<file path="config.mk">
export PLATFORM = sky130hd
export DESIGN_NAME = arp_request_gen
export DESIGN_NICKNAME = d
export VERILOG_FILES = /design/src/rtl/arp_pkg.sv /design/src/rtl/arp_req_byte_mux.sv /design/src/rtl/arp_request_gen.sv
export SDC_FILE = /design/constraint.sdc
export NUM_CORES = 1
export LEC_CHECK = 0
export CAP_MARGIN = 20
export CORE_ASPECT_RATIO = 0.8
export CORE_MARGIN = 2
export CORE_UTILIZATION = 53
export DETAILED_ROUTE_END_ITERATION = 8
export PLACE_DENSITY = 0.92
export SYNTH_ARGS = -nofsm -noshare
export SYNTH_HDL_FRONTEND = slang
export SYNTH_HIERARCHICAL = 1
export SYNTH_SLANG_ARGS = --single-unit
</file>
<file path="constraint.sdc">
create_clock -name clk -period 2.6 [get_ports clk]
set_input_delay 0.52 -clock clk [delete_from_list [all_inputs] [get_ports clk]]
set_output_delay 0.52 -clock clk [all_outputs]
set_load 0.01 [all_outputs]
</file>
<file path="src/rtl/arp_pkg.sv">
`default_nettype none
// ============================================================================
// arp_pkg : ARP request field constants and FSM state encoding
// Revision: 1.0
// ============================================================================
package arp_pkg;

    localparam logic [15:0] ARP_ETHERTYPE = 16'h0806;
    localparam logic [15:0] HTYPE_ETH     = 16'h0001;
    localparam logic [15:0] PTYPE_IP      = 16'h0800;
    localparam logic [15:0] OPER_REQUEST  = 16'h0001;
    localparam int          ARP_HDR_BYTES = 42;

    typedef enum logic [1:0] {
        ST_IDLE = 2'd0,
        ST_SEND = 2'd1,
        ST_GAP  = 2'd2
    } arp_state_t;

endpackage
`default_nettype wire

</file>
<file path="src/rtl/arp_req_byte_mux.sv">
`default_nettype none
// ============================================================================
// arp_req_byte_mux : selects the ARP request byte at a given frame offset
// Revision: 1.0
// ============================================================================
module arp_req_byte_mux
    import arp_pkg::*;
(
    input  logic [6:0]  byte_cnt,
    input  logic [47:0] frm_mac,
    input  logic [31:0] frm_lip,
    input  logic [31:0] frm_tip,
    output logic [7:0]  byte_out
);

    always_comb begin
        byte_out = 8'h00;
        case (byte_cnt)
            7'd0, 7'd1, 7'd2, 7'd3, 7'd4, 7'd5: byte_out = 8'hFF;
            7'd6:  byte_out = frm_mac[47:40];
            7'd7:  byte_out = frm_mac[39:32];
            7'd8:  byte_out = frm_mac[31:24];
            7'd9:  byte_out = frm_mac[23:16];
            7'd10: byte_out = frm_mac[15:8];
            7'd11: byte_out = frm_mac[7:0];
            7'd12: byte_out = ARP_ETHERTYPE[15:8];
            7'd13: byte_out = ARP_ETHERTYPE[7:0];
            7'd14: byte_out = HTYPE_ETH[15:8];
            7'd15: byte_out = HTYPE_ETH[7:0];
            7'd16: byte_out = PTYPE_IP[15:8];
            7'd17: byte_out = PTYPE_IP[7:0];
            7'd18: byte_out = 8'h06;
            7'd19: byte_out = 8'h04;
            7'd20: byte_out = OPER_REQUEST[15:8];
            7'd21: byte_out = OPER_REQUEST[7:0];
            7'd22: byte_out = frm_mac[47:40];
            7'd23: byte_out = frm_mac[39:32];
            7'd24: byte_out = frm_mac[31:24];
            7'd25: byte_out = frm_mac[23:16];
            7'd26: byte_out = frm_mac[15:8];
            7'd27: byte_out = frm_mac[7:0];
            7'd28: byte_out = frm_lip[31:24];
            7'd29: byte_out = frm_lip[23:16];
            7'd30: byte_out = frm_lip[15:8];
            7'd31: byte_out = frm_lip[7:0];
            7'd38: byte_out = frm_tip[31:24];
            7'd39: byte_out = frm_tip[23:16];
            7'd40: byte_out = frm_tip[15:8];
            7'd41: byte_out = frm_tip[7:0];
            // target MAC (32..37) and trailing pad are zero
            default: byte_out = 8'h00;
        endcase
    end

endmodule
`default_nettype wire

</file>
<file path="src/rtl/arp_request_gen.sv">
`default_nettype none
// ============================================================================
// arp_request_gen : buffers missed-lookup requests and streams ARP requests
// Revision: 1.0
// ============================================================================
module arp_request_gen
    import arp_pkg::*;
#(
    parameter int FRAME_BYTES = 60,
    parameter int DROP_W      = 16
) (
    input  logic              clk,
    input  logic              rst,
    input  logic [31:0]       req_ip,
    input  logic [23:0]       req_netport,
    input  logic              req_en,
    input  logic [47:0]       local_mac,
    input  logic [31:0]       local_ip,
    output logic [7:0]        tx_data,
    output logic              tx_valid,
    input  logic              tx_ready,
    output logic              tx_sof,
    output logic              tx_eof,
    output logic [23:0]       tx_netport,
    output logic              busy,
    output logic [DROP_W-1:0] drop_cnt
);

    localparam logic [6:0] LAST_BYTE = 7'(FRAME_BYTES - 1);

    arp_state_t        r_state;
    arp_state_t        w_state_nxt;
    logic              r_pend_valid;
    logic [31:0]       r_pend_ip;
    logic [23:0]       r_pend_netport;
    logic [31:0]       r_frm_ip;
    logic [23:0]       r_frm_netport;
    logic [47:0]       r_frm_mac;
    logic [31:0]       r_frm_lip;
    logic [6:0]        r_byte_cnt;
    logic              r_busy;
    logic [DROP_W-1:0] r_drop_cnt;

    logic              w_send;
    logic              w_accept;
    logic              w_last;
    logic              w_load;
    logic              w_dup;
    logic              w_capture;
    logic              w_drop;
    logic [7:0]        w_mux_byte;

    assign w_send   = (r_state == ST_SEND);
    assign w_accept = w_send && tx_ready;
    assign w_last   = (r_byte_cnt == LAST_BYTE);
    assign w_load   = (r_state == ST_IDLE) && r_pend_valid;

    // The pending slot counts as free on the edge its entry moves into the frame registers
    assign w_dup     = req_en && ((r_pend_valid && (req_ip == r_pend_ip)) ||
                                  (w_send && (req_ip == r_frm_ip)));
    assign w_capture = req_en && !w_dup && (!r_pend_valid || w_load);
    assign w_drop    = req_en && !w_dup && r_pend_valid && !w_load;

    always_comb begin
        w_state_nxt = r_state;
        case (r_state)
            ST_IDLE: if (r_pend_valid) w_state_nxt = ST_SEND;
            ST_SEND: if (w_accept && w_last) w_state_nxt = ST_GAP;
            ST_GAP:  w_state_nxt = ST_IDLE;
            default: w_state_nxt = ST_IDLE;
        endcase
    end

    always_ff @(posedge clk) begin
        if (rst) begin
            r_state        <= ST_IDLE;
            r_pend_valid   <= 1'b0;
            r_pend_ip      <= '0;
            r_pend_netport <= '0;
            r_frm_ip       <= '0;
            r_frm_netport  <= '0;
            r_frm_mac      <= '0;
            r_frm_lip      <= '0;
            r_byte_cnt     <= '0;
            r_busy         <= 1'b0;
            r_drop_cnt     <= '0;
        end else begin
            r_state <= w_state_nxt;
            r_busy  <= r_pend_valid || (r_state != ST_IDLE);

            if (w_load) begin
                r_frm_ip      <= r_pend_ip;
                r_frm_netport <= r_pend_netport;
                r_frm_mac     <= local_mac;
                r_frm_lip     <= local_ip;
                r_byte_cnt    <= '0;
            end else if (w_accept) begin
                r_byte_cnt <= w_last ? 7'd0 : r_byte_cnt + 7'd1;
            end

            if (w_capture) begin
                r_pend_valid   <= 1'b1;
                r_pend_ip      <= req_ip;
                r_pend_netport <= req_netport;
            end else if (w_load) begin
                r_pend_valid <= 1'b0;
            end

            if (w_drop && !(&r_drop_cnt)) begin
                r_drop_cnt <= r_drop_cnt + 1'b1;
            end
        end
    end

    arp_req_byte_mux u_byte_mux (
        .byte_cnt (r_byte_cnt),
        .frm_mac  (r_frm_mac),
        .frm_lip  (r_frm_lip),
        .frm_tip  (r_frm_ip),
        .byte_out (w_mux_byte)
    );

    assign tx_valid   = w_send;
    assign tx_data    = w_send ? w_mux_byte : 8'h00;
    assign tx_sof     = w_send && (r_byte_cnt == 7'd0);
    assign tx_eof     = w_send && w_last;
    assign tx_netport = r_frm_netport;
    assign busy       = r_busy;
    assign drop_cnt   = r_drop_cnt;

endmodule
`default_nettype wire

</file>
==> impl_metrics.env <==
export IMPL_critPathMaxStageDelay_ps=430
export IMPL_routedWlPerCell_um=19.28
export IMPL_synth_edf_count=0
export IMPL_multi_input_area_um2=5939
export IMPL_clock_sinks=219
export IMPL_area_delta_synth_final_pct=39.32
export IMPL_finalHoldWorstSlack_ps=457.2
export IMPL_r2r_start="r_pend_ip[3]"
export IMPL_hp_start="rst"
export IMPL_synth_main_ff_cell="dfxtp_1"
export IMPL_muxShareOfSynthArea_pct=8.878
export IMPL_crit_type="reg2out"
export IMPL_port_buffers=191
export IMPL_place_area_um2=13140
export IMPL_cts_root_buffer="clkbuf_16"
export IMPL_insertion_delay_ps=520
export IMPL_dieHeight_um=129.2
export IMPL_rsz0062_at_grt="true"
export IMPL_ir_drop_v=0.0003832
export IMPL_hold_viol_final=0
export IMPL_whs_endpoint="r_frm_ip[28]"
export IMPL_synthCells=1239
export IMPL_maxCapViolCount=0
export IMPL_ctsHtreeMaxLevel=1
export IMPL_synth_ff_latch_count=219
export IMPL_via_per_inst=5.832
export IMPL_grt_pass1_wl_um=51610
export IMPL_status="finished, violations left"
export IMPL_drc=0
export IMPL_drv_slew=0
export IMPL_grt_total_usage_pct=31.16
export IMPL_syn_area_per_cell_um2=8.383
export IMPL_r2r_cells=9
export IMPL_finalInstanceArea_um2=14470
export IMPL_fp_coreArea_um2=19090
export IMPL_gp_congestion=0.9816
export IMPL_worst_pin_slew_ps=558.4
export IMPL_synthTopCellsByArea="dfxtp_1 42%, nand2_1 11%, a21oi_1 7.1%"
export IMPL_cpLargestDelayFamily="simple AND/OR/NAND/NOR gates"
export IMPL_critPathBufInv=4
export IMPL_max_slew_margin_pct=62.77
export IMPL_clk_pin_slew_ps=60
export IMPL_antenna_found_initial=0
export IMPL_synth_xor_area_share_pct=5.903
export IMPL_die_w_um=160.5
export IMPL_critPathLaunchType="flip-flop"
export IMPL_cp_arrival_ps=2670
export IMPL_p_leak_nw=5.531
export IMPL_synth_compound_area_share_pct=12.14
export IMPL_grt_max_degree=83
export IMPL_synth_top_family_by_area="simple AND/OR/NAND/NOR gates"
export IMPL_wirelength_um=34010
export IMPL_syn_area_um2=10390
export IMPL_cpMostUsedCell="buf_6"
export IMPL_synth_fp_nets=1382
export IMPL_reg2reg_slack_ps=260
export IMPL_async_flop_share_pct=0
export IMPL_synth_top_area_share_pct=42.21
export IMPL_grt_pass1_vias=9966
export IMPL_insertedDiodeCount=0
export IMPL_filler_cell_count=1199
export IMPL_final_antenna_net_count=0
export IMPL_yosys_area_top_type="dfxtp_1"
export IMPL_die_area_um2=20740
export IMPL_crit_start="r_byte_cnt[0]"
export IMPL_floorplan_initialDensity_pct=54.41
export IMPL_cts_buffers=23
export IMPL_drt_iter0_drc=909
export IMPL_via_count=10290
export IMPL_post_cts_hold_buffer_count=0
export IMPL_clock_skew_final_ps=13.56
export IMPL_ys_warn_count=6
export IMPL_fp_row_count=45
export IMPL_holdPathStages=2
export IMPL_hold_class="in2reg"
export IMPL_ios=192
export IMPL_fmax_mhz=313.2
export IMPL_cts_tree="yes"
export IMPL_power_per_cell_area_nw_per_um2=557.1
export IMPL_cts_buffer_depth=3
export IMPL_failed_checks="negative setup slack"
export IMPL_drive_above_1_share_pct=16.53
export IMPL_synthAdderAreaFrac_pct=0.3614
export IMPL_post_route_period_util_pct=122.8
export IMPL_synth_simple_gate_area_share_pct=26.39
export IMPL_worstSetupEndpointType="output pin"
export IMPL_seq_area_frac_synth_pct=42.21
export IMPL_overflow=0
export IMPL_finalCriticalPeriod_ps=3193
export IMPL_setup_viol=8
export IMPL_drt_pass1_iter_count=5
export IMPL_required_ps=2080
export IMPL_crit_slowest_cell="or3_4"
export IMPL_r2r_end="drop_cnt[6]"
export IMPL_path_max_fanout=5
export IMPL_crit_path_cell_trace="buf_12 -> buf_6 -> nor2b_4 -> buf_6 -> a32o_1 -> a32oi_1 -> o211ai_1 -> or3_4 -> and2_4 -> buf_6"
export IMPL_post_dp_hpwl_um=22920
export IMPL_setup_slack_ps=-593.1
export IMPL_regArea_um2=4405
export IMPL_synth_cell_types=59
export IMPL_num_nets_final=1634
state kept, by name, summed over array words and instances, names as in the netlist:
register        cells
r_pend_valid        1
busy                1
r_frm_ip           32
r_pend_ip          32
tx_netport         24
r_byte_cnt          7
r_state             2
r_frm_lip          32
r_pend_netport     24
r_frm_mac          48
drop_cnt           16
worst max-delay path by stage:
| stage | to | slack [ps] | cells after the start |
|---|---|---|---|
| 4_1_cts | tx_data[2] | -460 | 10 |
| 5_1_grt | tx_data[2] | -620 | 10 |
| 3_5_place_dp | drop_cnt[6] | -450 | 10 |
| 3_3_place_gp | drop_cnt[0] | -450 | 10 |
| 2_1_floorplan | tx_data[2] | 270 | 6 |
| 6_report | tx_data[2] | -590 | 10 |
cell usage in the layout (no fill, tap or decap), drive strengths merged, types with 13 or more instances in the layout:
cell / instances
and3: 15
a22oi: 14
buf: 135
dfxtp: 219
nand2: 298
a21oi: 148
nand3: 16
nor4: 14
mux2i: 67
nand2b: 115
nand4: 18
nor2: 27
xor2: 61
clkbuf: 30
nor3: 13
clkdlybuf4s50: 180
through the flow:
stage	cells	power, W	TNS [ps]	utilization, %	worst slack (ps)
final	1764	0.008062	-3245	75.81	-593.1
after global routing	1764	0.008295	-3501	75.81	-615.4
after CTS	1755	0.008020	-2839	74.47	-463.1
after detailed placement	1703	0.004661	-27980	68.85	-447.7
after global placement	1703	0.004625	-28380	68.85	-453.2
after floorplan	1239	0.004149	0	-	269.4
power breakdown:
part / switching [W] / total, W / internal (W)
sequential: 0.000124 / 0.00362 / 0.00350
clock: 0.00139 / 0.00341 / 0.00202
combinational: 0.000498 / 0.00102 / 0.000526
total: 0.00201 / 0.00806 / 0.00605
per-layer routing:
layer / vias to the layer above / global-route usage, % / share of wire [%]
met5: - / 0 / 0
li1: 4730 / - / -
met3: 97 / 6.626 / 9.0
met4: 0 / 11.76 / 3.5
met2: 545 / 50.35 / 47
met1: 4916 / 41.46 / 41
synthesized netlist by cell type (13+ instances only):
cell type,number
nor2_1,27
clkbuf_1,64
nand3_1,16
nor3_1,13
a21oi_1,148
a22oi_1,13
mux2i_1,67
xor2_1,61
dfxtp_1,219
nand2_1,298
and3_1,15
nor4_1,14
nand2b_1,115
nand4_1,18
cell families after synthesis:
family,after synthesis
and+or+nand+nor,563
adders and majority gates,3
AOI/OAI and AO/OA,210
buffers and inverters,91
xor gates and xnor gates,70
DFF,219
muxes,83
repair_timing:
action,4_1_cts,5_1_grt
endpoints found under the setup margin,10,13
gates cloned,1,0
pin swaps,29,22
setup buffers,12,12
gates resized for setup,96,47
layout make-up:
type | count | share of cell area [%]
multi-input cells | 929 | 41.05
flip-flops and latches | 219 | 30.45
repair buffers | 316 | 20.86
clock buffers | 30 | 4.367
well taps | 258 | 2.231
clock inverters | 10 | 0.9771
inverters | 2 | 0.06917
(Power assumes the default switching activity.)
